`config.mk`:
```
export PLATFORM = sky130hd
export DESIGN_NAME = booth_seq_ctrl
export DESIGN_NICKNAME = d
export VERILOG_FILES = /design/src/rtl/booth_seq_ctrl.sv
export SDC_FILE = /design/constraint.sdc
export NUM_CORES = 1
export LEC_CHECK = 0
export ABC_CLOCK_PERIOD_IN_PS = 2500
export CELL_PAD_IN_SITES_DETAIL_PLACEMENT = 1
export CELL_PAD_IN_SITES_GLOBAL_PLACEMENT = 2
export CORE_MARGIN = 2
export CORE_UTILIZATION = 27
export CTS_BUF_LIST = sky130_fd_sc_hd__clkbuf_16
export CTS_CLUSTER_DIAMETER = 200
export DETAILED_ROUTE_END_ITERATION = 6
export PLACE_DENSITY_LB_ADDON = 0.1
export SKIP_CTS_REPAIR_TIMING = 1
export SYNTH_ARGS = -nofsm -noshare
export SYNTH_HDL_FRONTEND = slang
export SYNTH_SLANG_ARGS = --single-unit
```
`constraint.sdc`:
```
create_clock -name clk -period 2.5 [get_ports clk]
set_input_delay 0.375 -clock clk [delete_from_list [all_inputs] [get_ports clk]]
set_output_delay 0.375 -clock clk [all_outputs]
set_load 0.05 [all_outputs]
```
`src/rtl/booth_seq_ctrl.sv`:
```
// Sequential radix-2 Booth multiplier: one add/sub-and-shift step per clock,
// WIDTH steps per product, with a one-cycle done pulse and a registered result.
module booth_seq_ctrl #(
  parameter int WIDTH = 4
) (
  input  logic                        clk,
  input  logic                        rst,
  input  logic                        start,
  input  logic signed [WIDTH-1:0]     a,
  input  logic signed [WIDTH-1:0]     b,
  output logic                        busy,
  output logic                        done,
  output logic signed [2*WIDTH-1:0]   result
);

  localparam int CW = $clog2(WIDTH + 1);

  typedef enum logic [1:0] {
    S_IDLE = 2'd0,
    S_RUN  = 2'd1,
    S_DONE = 2'd2
  } state_t;

  state_t               state_q, state_d;
  logic [WIDTH-1:0]     m_q, m_d;
  logic [WIDTH:0]       acc_q, acc_d;
  logic [WIDTH-1:0]     mq_q, mq_d;
  logic                 q1_q, q1_d;
  logic [CW-1:0]        cnt_q, cnt_d;
  logic [2*WIDTH-1:0]   result_q, result_d;

  logic [WIDTH:0]       m_ext;
  logic [WIDTH:0]       sum;
  logic [WIDTH:0]       acc_sh;
  logic [WIDTH-1:0]     mq_sh;

  // The accumulator is one bit wider than the operands so that subtracting
  // the most negative multiplicand cannot overflow.
  always_comb begin
    m_ext = {m_q[WIDTH-1], m_q};
    case ({mq_q[0], q1_q})
      2'b01:   sum = acc_q + m_ext;
      2'b10:   sum = acc_q - m_ext;
      default: sum = acc_q;
    endcase
    acc_sh = {sum[WIDTH], sum[WIDTH:1]};
    mq_sh  = {sum[0], mq_q[WIDTH-1:1]};
  end

  always_comb begin
    state_d  = state_q;
    m_d      = m_q;
    acc_d    = acc_q;
    mq_d     = mq_q;
    q1_d     = q1_q;
    cnt_d    = cnt_q;
    result_d = result_q;
    case (state_q)
      S_IDLE: begin
        if (start) begin
          m_d     = a;
          acc_d   = '0;
          mq_d    = b;
          q1_d    = 1'b0;
          cnt_d   = CW'(WIDTH);
          state_d = S_RUN;
        end
      end
      S_RUN: begin
        acc_d = acc_sh;
        mq_d  = mq_sh;
        q1_d  = mq_q[0];
        cnt_d = cnt_q - CW'(1);
        if (cnt_q == CW'(1)) begin
          result_d = {acc_sh[WIDTH-1:0], mq_sh};
          state_d  = S_DONE;
        end
      end
      S_DONE:  state_d = S_IDLE;
      default: state_d = S_IDLE;
    endcase
  end

  always_ff @(posedge clk) begin
    if (rst) begin
      state_q  <= S_IDLE;
      m_q      <= '0;
      acc_q    <= '0;
      mq_q     <= '0;
      q1_q     <= 1'b0;
      cnt_q    <= '0;
      result_q <= '0;
    end else begin
      state_q  <= state_d;
      m_q      <= m_d;
      acc_q    <= acc_d;
      mq_q     <= mq_d;
      q1_q     <= q1_d;
      cnt_q    <= cnt_d;
      result_q <= result_d;
    end
  end

  assign busy   = (state_q == S_RUN);
  assign done   = (state_q == S_DONE);
  assign result = result_q;

endmodule

```
==> results of run 1 <==
-- worst max-delay path, delay by kind of cell, from the launching register on --
kind / cells / cell delay [ns]
compound gates: 2 / 0.39
xor+xnor: 1 / 0.09
fa+ha+maj: 2 / 0.58
buf+inv: 1 / 0.05
flops: 1 / 0.36
mux: 1 / 0.28
simple gates: 2 / 0.54
-- per-layer routing --
metal  wire (um)  vias up  track usage, %
met2        1740       13            24.0
met4          44        0            5.86
li1            -      595               -
met5           0        -               0
met3          74        4            2.33
met1        1570      572            17.1
-- synthesized netlist by cell type, drive strengths merged (2+ instances only) --
library cell	count	area (um2)
nand2	35	131
nor2	19	71.3
a31oi	2	12.5
buf	2	8.75
a21oi	20	108
and2	2	12.5
nor3	3	15.0
o21ai	4	20.0
inv	9	33.8
nand2b	4	25.0
mux2	2	22.5
clkbuf	7	26.3
xnor2	3	26.3
xor2	2	17.5
nand3	4	20.0
dfxtp	26	521
nor2b	2	12.5
a311oi	4	35.0
mux2i	2	20.0
ha	8	100
-- sequential cells by signal (all words and copies together) (netlist names) --
register	cells
result	8
acc_q	4
m_q	4
mq_q	4
cnt_q	3
state_q	2
q1_q	1
-- power by group --
group          total, mW  leakage [nW]  internal, mW  switching, mW
Sequential         0.456         0.213         0.438         0.0181
Combinational      0.274         0.379         0.122          0.152
Clock              0.357        0.0370         0.212          0.145
-- worst paths after layout --
kind,from,end,slack [ns]
worst min register to register,result[3]$_SDFFE_PP0P_,result[3]$_SDFFE_PP0P_,0.46
worst min-delay path,result[3]$_SDFFE_PP0P_,result[3]$_SDFFE_PP0P_,0.46
worst max-delay path,m_q[1]$_SDFFE_PP0P_,result[7]$_SDFFE_PP0P_,0.13
worst max register to register,m_q[1]$_SDFFE_PP0P_,result[7]$_SDFFE_PP0P_,0.13
-- through the flow --
step	setup TNS (ns)	setup WS, ns	utilization (%)	area, um2
2_1_floorplan	0	0.143	-	1310
3_3_place_gp	0	0.102	33.5	1570
3_5_place_dp	0	0.0165	33.5	1570
4_1_cts	-0.00771	-0.00771	35.1	1650
5_1_grt	-0.0177	-0.0177	36.3	1700
6_report	0	0.130	36.3	1700
-- layout make-up --
type	count	area [um2]	share of cell area, %
well taps	54	67.6	3.96
flip-flops and latches	26	523	30.7
clock buffers	3	75.1	4.41
repair buffers	25	238	14.0
inverters	9	33.8	1.98
multi-input cells	124	767	45.0
-- logic make-up after synthesis --
group                      Yosys count  share of synthesized area [%]
adders and majority gates            9                           9.17
xor gates and xnor gates             5                           3.34
AOI/OAI and AO/OA                   33                           15.2
muxes                                4                           3.25
and+or+nand+nor                     73                           24.1
buffers and inverters               18                           5.25
DFF                                 26                           39.7
==> qor.txt, run 1 <==
Placeable Area -> 0.00469 mm2
Die Y -> 73.7 um
Post-Layout Cell Count -> 241
Power Dens Cells -> 638 mW/mm2
Slew headroom -> 54.0%
Async SR Flop Fraction -> 0%
Cells after Synth -> 168
wire per inst -> 14.2 um
initial DRC count -> 19
final wirelength -> 3.43 mm
Cells after DPL -> 237
H-tree level count -> 1
Final GP Congestion -> 0.782
Worst-path clk slew -> 0.06 ns
die width -> 73.7 um
global-route wire length before repair -> 5.73 mm
crit end category -> flop
gr ovfl total -> 0
CTS tree -> yes
number of synthesized flops with an enable pin -> 0
Max Fanout on Critical Path -> 4
largest net degree at the start of global routing -> 27
part of the Yosys area used for sequential elements -> 39.7%
1st-pass router iterations -> 4
Nets -> 209
Avg Inst Size Synth -> 7.80 um2
status -> finished clean
total power -> 1.09 mW
HPWL Detailed -> 2.46 mm
number of global-route vias before repair -> 1,225
number of remaining DRC errors -> 0
# port buffers -> 20
slowest stage delay, CP -> 0.38 ns
Fin. Hold Viols -> 0
CTS Buf Count -> 3
clock period minus worst slack -> 2.37 ns
Syn Std Cell Area -> 0.00131 mm2
# diodes -> 0
fillers -> 567
clk root buf -> clkbuf_16
share of layout cells above drive strength 1 -> 11.2%
FF-to-FF path depth -> 9
CTS Sinks -> 26
Net Count, Synth -> 188
Slew Viols, Final -> 0
deepest clock path buffer count -> 2
drt via density -> 4.91
P&R area growth vs syn -> 30.1%
initial antenna violation count -> 0
Die Area -> 0.00543 mm2
Hold Crit Class -> reg -> reg
Tightest Pin Transition -> 0.687 ns
fin crit share -> 94.8%
maximum capacitance violations -> 0
Post-DRT Antenna Nets -> 0
most frequent cells in the layout -> nand2_1, dfxtp_1, clkdlybuf4s50_1, a21oi_1, nor2_1
Final Skew -> 0.00211 ns
commonest non-fill, non-tap cell in the layout -> nand2_1
Worst-Skew Late Latency -> 0.26 ns
Peak Freq -> 422 MHz
DR vias -> 1,184
Boundary Pins -> 21
Yosys cell types -> 32
Starting Density -> 27.9%
Critical Path AT -> 2.54 ns
Crit Path Class -> reg -> reg
total track usage -> 14.0%
Rows -> 25
Yosys reg bits -> 26
number of endpoints failing setup at the final stage -> 0
Yosys warnings -> 0
Critical Path, Cell by Cell -> inv_2 -> ha_4 -> mux2_4 -> fa_2 -> nand2b_4 -> a21oi_4 -> xnor2_2 -> or3_1 -> a311oi_1
prevailing post-synth register cell -> dfxtp_1
Critical Path Source Type -> flop
P_leak -> 0.629 nW
CP required -> 2.67 ns
CP max-delay cell -> or3_1
Fin Hold WS -> 0.460 ns
peak supply drop -> 216 uV
WHS Path Cells -> 2
No activity file was read; power rests on OpenSTA's default activity.
==> inputs of run 2 (changes only) <==
Settings changed: RECOVER_POWER set to 25, SLEW_MARGIN set to 15.
==> run 2 against run 1 <==
Sequential share of layout area did not move; register-to-register slack about the same; non-clock buffer count stayed put; total power down 0.28%; die area did not move; hold slack is essentially flat; cell count did not move; critical path type unchanged; largest cell class unchanged.
==> qor.txt, run 2 (synthesis results as in run 1) <==
Slew headroom -> 53.7%
largest net degree at the start of global routing -> 27
# port buffers -> 20
share of layout cells above drive strength 1 -> 11.2%
maximum capacitance violations -> 0
crit end category -> flop
FF+latch area -> 523 um2
Max Fanout on Critical Path -> 4
total track usage -> 14.0%
Peak Freq -> 422 MHz
Hold Crit Class -> reg -> reg
fillers -> 567
setup TNS -> 0 ns
clock period minus worst slack -> 2.37 ns
CTS tree -> yes
P&R area growth vs syn -> 30.1%
HPWL Detailed -> 2.46 mm
Final Skew -> 0.00204 ns
initial antenna violation count -> 0
Clock Power Share -> 32.7%
final wirelength -> 3.40 mm
status -> finished clean
deepest clock path buffer count -> 2
Power Dens Cells -> 636 mW/mm2
Die Y -> 73.7 um
Sequential Power Share -> 42.0%
Nets -> 209
# diodes -> 0
die width -> 73.7 um
Slew Viols, Final -> 0
1st-pass router iterations -> 4
Post-DP Area -> 0.00157 mm2
Post-DRT Antenna Nets -> 0
number of remaining DRC errors -> 0
design area -> 0.00170 mm2
Die Area -> 0.00543 mm2
most frequent cells in the layout -> nand2_1, dfxtp_1, clkdlybuf4s50_1, a21oi_1, nor2_1
H-tree level count -> 1
clk root buf -> clkbuf_16
Boundary Pins -> 21
number of endpoints failing setup at the final stage -> 0
share of power burned in combinational logic -> 25.3%
Crit Path Class -> reg -> reg
Psw -> 0.312 mW
Pint -> 0.772 mW
gr ovfl total -> 0
max FFs per register -> 8
DR vias -> 1,187
Worst-path clk slew -> 0.06 ns
CTS Buf Count -> 3
Final GP Congestion -> 0.782
Starting Density -> 27.9%
P_leak -> 0.629 nW
fin crit share -> 94.8%
CP required -> 2.67 ns
drt via density -> 4.93
peak supply drop -> 215 uV
commonest non-fill, non-tap cell in the layout -> nand2_1
number of global-route vias before repair -> 1,225
initial DRC count -> 19
Util after Layout -> 36.3%
Worst-Skew Late Latency -> 0.26 ns
Fin. Hold Viols -> 0
global-route wire length before repair -> 5.73 mm
Tightest Pin Transition -> 0.692 ns
wire per inst -> 14.1 um
area occupied by multi-input gates -> 767 um2
Critical Path AT -> 2.54 ns
Switching Fraction -> 28.8%
CTS Sinks -> 26
Placeable Area -> 0.00469 mm2
Critical Path Source Type -> flop
Rows -> 25
[run 2: changes by cell type in the layout (fill, tap and decap cells not counted), sizes merged]
cell and change:
dlygate4sd3 +1, clkdlybuf4s50 -1
[run 2: routing by layer]
layer / global-route usage [%] / vias to the layer above / part of all wire, %
li1: - / 597 / -
met1: 17.1 / 573 / 45
met2: 24.0 / 13 / 51
met3: 2.33 / 4 / 2.2
met4: 5.86 / 0 / 1.3
met5: 0 / - / 0
[run 2: cell type report]
cell class	instances	area share, %
Multi-Input combinational cell	124	45.0
Sequential cell	26	30.7
Timing Repair Buffer	25	14.0
Clock buffer	3	4.41
Tap cell	54	3.96
Inverter	9	1.98
[run 2: worst paths after layout]
kind	to	from	cells past startpoint	slack, ns
worst max-delay path	result[7]$_SDFFE_PP0P_	m_q[1]$_SDFFE_PP0P_	9	0.13
worst min-delay path	result[3]$_SDFFE_PP0P_	result[3]$_SDFFE_PP0P_	2	0.46
worst max register to register	result[7]$_SDFFE_PP0P_	m_q[1]$_SDFFE_PP0P_	9	0.13
worst min register to register	result[3]$_SDFFE_PP0P_	result[3]$_SDFFE_PP0P_	2	0.46
[run 2: stage by stage]
step                      worst slack [ns]  power, mW  std cells  hold WS, ns
after floorplan                      0.143      0.635        168        0.446
after global placement               0.102      0.703        237        0.444
after detailed placement            0.0165      0.712        237        0.454
after CTS                         -0.00771       1.07        240        0.464
after global routing               -0.0177       1.15        241        0.490
final                                0.131       1.08        241        0.460
[run 2: power groups by stage]
stage          logic [mW]  registers, mW  clock network [mW]
4_1_cts             0.248          0.456               0.368
2_1_floorplan       0.169          0.466                   0
3_3_place_gp        0.240          0.463                   0
6_report            0.274          0.456               0.354
5_1_grt             0.310          0.460               0.383
3_5_place_dp        0.246          0.465                   0
[run 2: worst max-delay path, stage by stage (launching register included)]
cell and delay, ns:
dfxtp_2 0.36, inv_2 0.05, ha_4 0.23, mux2_4 0.28, fa_2 0.35, nand2b_4 0.16, a21oi_4 0.15, xnor2_2 0.09
or3_1 0.38, a311oi_1 0.24
